### src/rtl/pipe_chain_pkg.sv
// Shared widths and stage-update encoding for the pipe_chain pipeline.
`default_nettype none

package pipe_chain_pkg;

  localparam int DATA_W_DEF  = 32;
  localparam int ADDR_W_DEF  = 5;
  localparam int STAGE_IDX_W = 3;

  typedef enum logic [1:0] {
    STAGE_LOAD   = 2'd0,
    STAGE_HOLD   = 2'd1,
    STAGE_BUBBLE = 2'd2,
    STAGE_KILL   = 2'd3
  } stage_op_e;

  // Kill beats hold, hold beats bubble, bubble beats load.
  function automatic stage_op_e stage_op(input logic flush, input logic hold, input logic bubble);
    stage_op_e op;
    if (flush)       op = STAGE_KILL;
    else if (hold)   op = STAGE_HOLD;
    else if (bubble) op = STAGE_BUBBLE;
    else             op = STAGE_LOAD;
    return op;
  endfunction

endpackage

`default_nettype wire

### src/rtl/pipe_chain_stage_reg.sv
// One pipeline stage register with synchronous reset, flush, hold and bubble insertion.
`default_nettype none

module pipe_stage_reg
  import pipe_chain_pkg::*;
#(
  parameter int DATA_W = DATA_W_DEF,
  parameter int ADDR_W = ADDR_W_DEF
) (
  input  logic              clk,
  input  logic              rst,
  input  logic              flush,
  input  logic              hold,
  input  logic              bubble,
  input  logic              prev_valid,
  input  logic              prev_wen,
  input  logic [ADDR_W-1:0] prev_dst,
  input  logic [DATA_W-1:0] prev_data,
  output logic              valid,
  output logic              wen,
  output logic [ADDR_W-1:0] dst,
  output logic [DATA_W-1:0] data
);

  always_ff @(posedge clk) begin
    if (rst) begin
      valid <= 1'b0;
      wen   <= 1'b0;
      dst   <= '0;
      data  <= '0;
    end else begin
      case (stage_op(flush, hold, bubble))
        STAGE_KILL, STAGE_BUBBLE: begin
          // Payload is left as is; a stage with valid=0 and wen=0 is never observed.
          valid <= 1'b0;
          wen   <= 1'b0;
        end
        STAGE_HOLD: begin
          valid <= valid;
          wen   <= wen;
        end
        default: begin
          valid <= prev_valid;
          wen   <= prev_wen;
          dst   <= prev_dst;
          data  <= prev_data;
        end
      endcase
    end
  end

endmodule

`default_nettype wire

### src/rtl/pipe_chain.sv
// Multi-stage instruction pipeline with per-stage stall/flush and youngest-first result forwarding.
`default_nettype none

module pipe_chain
  import pipe_chain_pkg::*;
#(
  parameter int DEPTH   = 4,
  parameter int DATA_W  = DATA_W_DEF,
  parameter int ADDR_W  = ADDR_W_DEF,
  parameter int NUM_SRC = 2
) (
  input  logic                          clk,
  input  logic                          rst,
  input  logic                          in_valid,
  input  logic [DATA_W-1:0]             in_data,
  input  logic [ADDR_W-1:0]             in_dst,
  input  logic                          in_wen,
  output logic                          in_ready,
  input  logic [DEPTH-1:0]              stall,
  input  logic [DEPTH-1:0]              flush,
  input  logic [NUM_SRC*ADDR_W-1:0]     src_addr,
  output logic [NUM_SRC-1:0]            fwd_hit,
  output logic [NUM_SRC*STAGE_IDX_W-1:0] fwd_stage,
  output logic [NUM_SRC*DATA_W-1:0]     fwd_data,
  output logic                          out_valid,
  output logic [DATA_W-1:0]             out_data,
  output logic [ADDR_W-1:0]             out_dst,
  output logic                          out_wen,
  output logic [DEPTH-1:0]              stage_valid
);

  logic [DEPTH-1:0]  hold;
  logic [DEPTH-1:0]  s_valid;
  logic [DEPTH-1:0]  s_wen;
  logic [ADDR_W-1:0] s_dst  [DEPTH];
  logic [DATA_W-1:0] s_data [DEPTH];
  logic [ADDR_W-1:0] query  [NUM_SRC];

  // A stall in any later stage also freezes every earlier stage.
  always_comb begin
    hold = '0;
    for (int k = 0; k < DEPTH; k++) begin
      hold[k] = |(stall >> k);
    end
  end

  assign in_ready = !hold[0];

  for (genvar k = 0; k < DEPTH; k++) begin : g_stage
    if (k == 0) begin : g_head
      pipe_stage_reg #(
        .DATA_W (DATA_W),
        .ADDR_W (ADDR_W)
      ) u_stage (
        .clk        (clk),
        .rst        (rst),
        .flush      (flush[0]),
        .hold       (hold[0]),
        .bubble     (1'b0),
        .prev_valid (in_valid),
        .prev_wen   (in_valid & in_wen),
        .prev_dst   (in_dst),
        .prev_data  (in_data),
        .valid      (s_valid[0]),
        .wen        (s_wen[0]),
        .dst        (s_dst[0]),
        .data       (s_data[0])
      );
    end else begin : g_body
      pipe_stage_reg #(
        .DATA_W (DATA_W),
        .ADDR_W (ADDR_W)
      ) u_stage (
        .clk        (clk),
        .rst        (rst),
        .flush      (flush[k]),
        .hold       (hold[k]),
        .bubble     (hold[k-1]),
        .prev_valid (s_valid[k-1]),
        .prev_wen   (s_wen[k-1]),
        .prev_dst   (s_dst[k-1]),
        .prev_data  (s_data[k-1]),
        .valid      (s_valid[k]),
        .wen        (s_wen[k]),
        .dst        (s_dst[k]),
        .data       (s_data[k])
      );
    end
  end

  for (genvar i = 0; i < NUM_SRC; i++) begin : g_query
    assign query[i] = src_addr[i*ADDR_W +: ADDR_W];
  end

  // Scan oldest to youngest so the youngest matching stage is the one left standing.
  always_comb begin
    fwd_hit   = '0;
    fwd_stage = '0;
    fwd_data  = '0;
    for (int i = 0; i < NUM_SRC; i++) begin
      if (query[i] != '0) begin
        for (int k = DEPTH - 1; k >= 0; k--) begin
          if (s_valid[k] && s_wen[k] && (s_dst[k] == query[i])) begin
            fwd_hit[i]                               = 1'b1;
            fwd_stage[i*STAGE_IDX_W +: STAGE_IDX_W] = STAGE_IDX_W'(k);
            fwd_data[i*DATA_W +: DATA_W]             = s_data[k];
          end
        end
      end
    end
  end

  assign out_valid   = s_valid[DEPTH-1];
  assign out_wen     = s_wen[DEPTH-1];
  assign out_dst     = s_dst[DEPTH-1];
  assign out_data    = s_data[DEPTH-1];
  assign stage_valid = s_valid;

endmodule

`default_nettype wire

### config.mk
export PLATFORM = sky130hd
export DESIGN_NAME = pipe_chain
export DESIGN_NICKNAME = d
export VERILOG_FILES = /design/src/rtl/pipe_chain_pkg.sv /design/src/rtl/pipe_chain_stage_reg.sv /design/src/rtl/pipe_chain.sv
export SDC_FILE = /design/constraint.sdc
export NUM_CORES = 1
export LEC_CHECK = 0
export BUFFER_PORTS_ARGS = -buffer_cell sky130_fd_sc_hd__buf_2
export CORE_MARGIN = 2
export CORE_UTILIZATION = 55
export DETAILED_ROUTE_END_ITERATION = 10
export PLACE_DENSITY = 0.85
export SLEW_MARGIN = 20
export SYNTH_ARGS = -nofsm -noshare
export SYNTH_HDL_FRONTEND = slang
export SYNTH_SLANG_ARGS = --single-unit
### constraint.sdc
create_clock -name clk -period 2.1 [get_ports clk]
set_clock_uncertainty 0.2 [all_clocks]
set_input_delay 0 -clock clk [delete_from_list [all_inputs] [get_ports clk]]
set_output_delay 0 -clock clk [all_outputs]
set_load 0.01 [all_outputs]
==> flow_metrics.py <==
metrics = {
    "outcome": {
        "status": "finished with violations",
        "violations": "negative setup slack",
    },
    "global_route": {
        "grt_antenna_before_repair": 1,
        "grt_pass1_wl_mm": 50.7,
        "grt_max_degree": 67,
        "grt_pass1_vias": 9920,
        "grt-ovfl-total": 0,
        "grtUsageTotal": 0.391,
    },
    "detailed_routing": {
        "drt_pre_antenna_iters": 6,
        "drtAntennaViolNets": 0,
        "viasPerCell": 6.55,
        "remaining_drc_errors": 0,
        "drtIter0Drc": 1546,
        "wl_per_cell_um": 22.4,
        "finalWirelength_mm": 34.3,
        "vias": 10000,
    },
    "place": {
        "dp.final_hpwl_mm": 17.5,
        "place_ws_ns": -0.0504,
        "port_buffers": 172,
        "gp_congestion": 0.915,
    },
    "setup_path": {
        "cp_num_buf_inv": 3,
        "r2r_cells": 4,
        "max_stage_delay_ns": 0.39,
        "critical_path_depth": 8,
        "worstPathArrival_ns": 2.54,
        "worstSetupEndpointType": "output pin",
        "critical_path_class": "reg2out",
        "critPathTopFamily": "compound AO/OA/AOI/OAI gates",
        "crit_path_cell_trace": "xnor2_1, nand3_1, a211oi_4, buf_4, buf_6, a221oi_4, o31ai_2, buf_2",
        "cp_max_fo": 6,
        "critPathRequiredTime_ns": 1.90,
        "crit_slowest_cell": "a211oi_4",
        "start_kind": "flop",
    },
    "yosys": {
        "ys_types": 38,
        "yosysWarnings": 0,
        "postSynthCellCount": 1085,
        "synth-seq-cells": 156,
        "avgSynthCellArea_um2": 7.84,
        "synth_seq_area_share": 0.367,
        "syn_area_um2": 8510,
    },
    "sta": {
        "slew_headroom": 0.451,
        "fin_ws_ns": -0.639,
        "whs_ns": 0.158,
        "rsz0062_at_grt": "yes",
        "setup_violations": 70,
        "finalCritPeriodShare": 1.30,
        "slew_viol_final": 0,
        "fmax_ghz": 0.365,
        "hold_viol": 0,
        "period_needed_ns": 2.74,
        "tightest_slew_ns": 0.824,
    },
    "floorplan": {
        "core-area_um2": 15100,
        "ios": 175,
        "dieArea_um2": 16500,
        "start_util": 0.562,
        "dieHeight_um": 128,
        "die_x_um": 128,
        "rows": 45,
    },
    "clock_network": {
        "cts.clk_slew.worst_paths_ns": 0.06,
        "cts_root_buf": "clkbuf_16",
        "h-tree-depth": 4,
        "cts_max_path_buffers": 2,
        "cts_made_buffers": 17,
        "clock-sinks": 156,
        "cts_tree": "built",
        "clkLatencyLatePin_ns": 0.43,
    },
    "final_layout": {
        "areaGrowthSynthToFinish_pct": 42.2,
        "drive_gt1_frac": 0.336,
        "fin_nets": 1392,
    },
    "pwr": {
        "ir_worst_vdd_uv": 709,
        "leakagePower_uw": 0.00468,
        "power.density_nw_per_um2": 541,
    },
    "min_path": {
        "holdCritPathClass": "in2reg",
        "whs_path_depth": 3,
    },
    "run": {
        "maxCapViolCount": 0,
    },
}
## logic make-up (layout without fill, tap and decap cells)
group	count (synthesis)	after routing	share of synthesized area
other	1	3	0.000441
buffers and inverters	106	366	0.0772
xor gates and xnor gates	40	40	0.0412
muxes	1	1	0.00118
AOI/OAI and AO/OA	289	289	0.275
DFF	156	156	0.367
and+or+nand+nor	492	492	0.238
## worst reg2reg max path, cell delays in order (launching register included)
cell           delay (ns)
dfxtp_1              0.43
nor3b_2              0.24
a21oi_1              0.07
nor3_1               0.18
dlygate4sd3_1        0.61
## flip-flops by register name, summed over array words and instances, names as in the netlist
register                      count
g_stage.g_head.u_stage.wen        1
g_stage.g_body.u_stage.wen        3
g_stage.g_head.u_stage.valid      1
g_stage.g_head.u_stage.dst        5
g_stage.g_head.u_stage.data      32
g_stage.g_body.u_stage.valid      3
g_stage.g_body.u_stage.data      96
g_stage.g_body.u_stage.dst       15
## through the flow
step | std cells | utilization | setup TNS [ns] | cell area (um2) | total power (uW)
CTS | 1527 | 0.773 | -26.61 | 11700 | 6490
detailed placement | 1393 | 0.636 | -0.341 | 9630 | 3340
global placement | 1393 | 0.636 | 0 | 9630 | 3340
finish | 1535 | 0.799 | -36.36 | 12100 | 6550
floorplan | 1086 | - | 0 | 8510 | 3220
global route | 1535 | 0.799 | -43.56 | 12100 | 6690
## cells in the mapped netlist, drive strengths merged
cell type	number	area, um2
mux2i	1	10.0
or3	4	25.0
or4	2	18.8
o21ai	2	13.8
nand4	5	31.3
nor2	82	328
nor4	4	43.8
nor3	12	82.6
clkbuf	48	180
nand3	6	30.0
and2	2	12.5
nor3b	6	45.0
or2	5	31.3
o31ai	64	771
buf	58	477
xnor2	26	228
a21oi	155	776
dfxtp	156	3120
conb	1	3.75
a211oi	3	32.5
and4b	1	10.0
nand2	363	1360
a221oi	64	742
xor2	14	123
a31oi	1	6.26
## per-layer routing
metal | vias up | wire, um | global-route usage
met3 | 267 | 4040 | 0.101
met2 | 855 | 15900 | 0.640
met1 | 4686 | 11900 | 0.455
li1 | 4240 | - | -
met4 | 0 | 2480 | 0.255
met5 | - | 0 | 0.00882
## power by group
| group | total (uW) | internal, uW | switching, uW |
|---|---|---|---|
| Clock | 3160 | 1900 | 1260 |
| Combinational | 409 | 174 | 235 |
| Sequential | 2980 | 2970 | 12.3 |
## area by class of cell
type / instances / area, um2
Timing Repair Buffer: 334 / 2700
Multi-Input combinational cell: 824 / 5430
Clock buffer: 21 / 450
Tap cell: 188 / 235
Fill cell: 838 / 3050
Sequential cell: 156 / 3140
Clock inverter: 11 / 143
Antenna cell: 1 / 2.50
## path summary, 6_finish.rpt
path                            slack [ns]                               from                           endpoint
worst max-delay path                 -0.64   g_stage[3].g_body.u_stage.dst[0]                       fwd_data[35]
worst min-delay path                  0.16                           flush[0]    g_stage[0].g_head.u_stage.valid
worst max register to register        0.31    g_stage[1].g_body.u_stage.valid    g_stage[2].g_body.u_stage.valid
worst min register to register        0.29  g_stage[1].g_body.u_stage.data[0]  g_stage[2].g_body.u_stage.data[0]
## cells in the final DEF, fill, tap and decap left out, types with 29 or more instances in the layout
master and count:
nand2_1 363, buf_2 171, a21oi_1 154, dfxtp_1 147
dlygate4sd3_1 79, nor2_1 73, o31ai_2 60, buf_4 47
a221oi_2 33, a221oi_4 29
## what timing repair did
action	in CTS	in global routing
setup endpoints to repair	70	73
pin swaps	72	22
hold endpoints to repair	156	1
hold buffers	79	1
buffers inserted	19	7
gates cloned	5	2
gates resized for setup	80	40
Note: power is estimated with default switching activity, not from simulation.
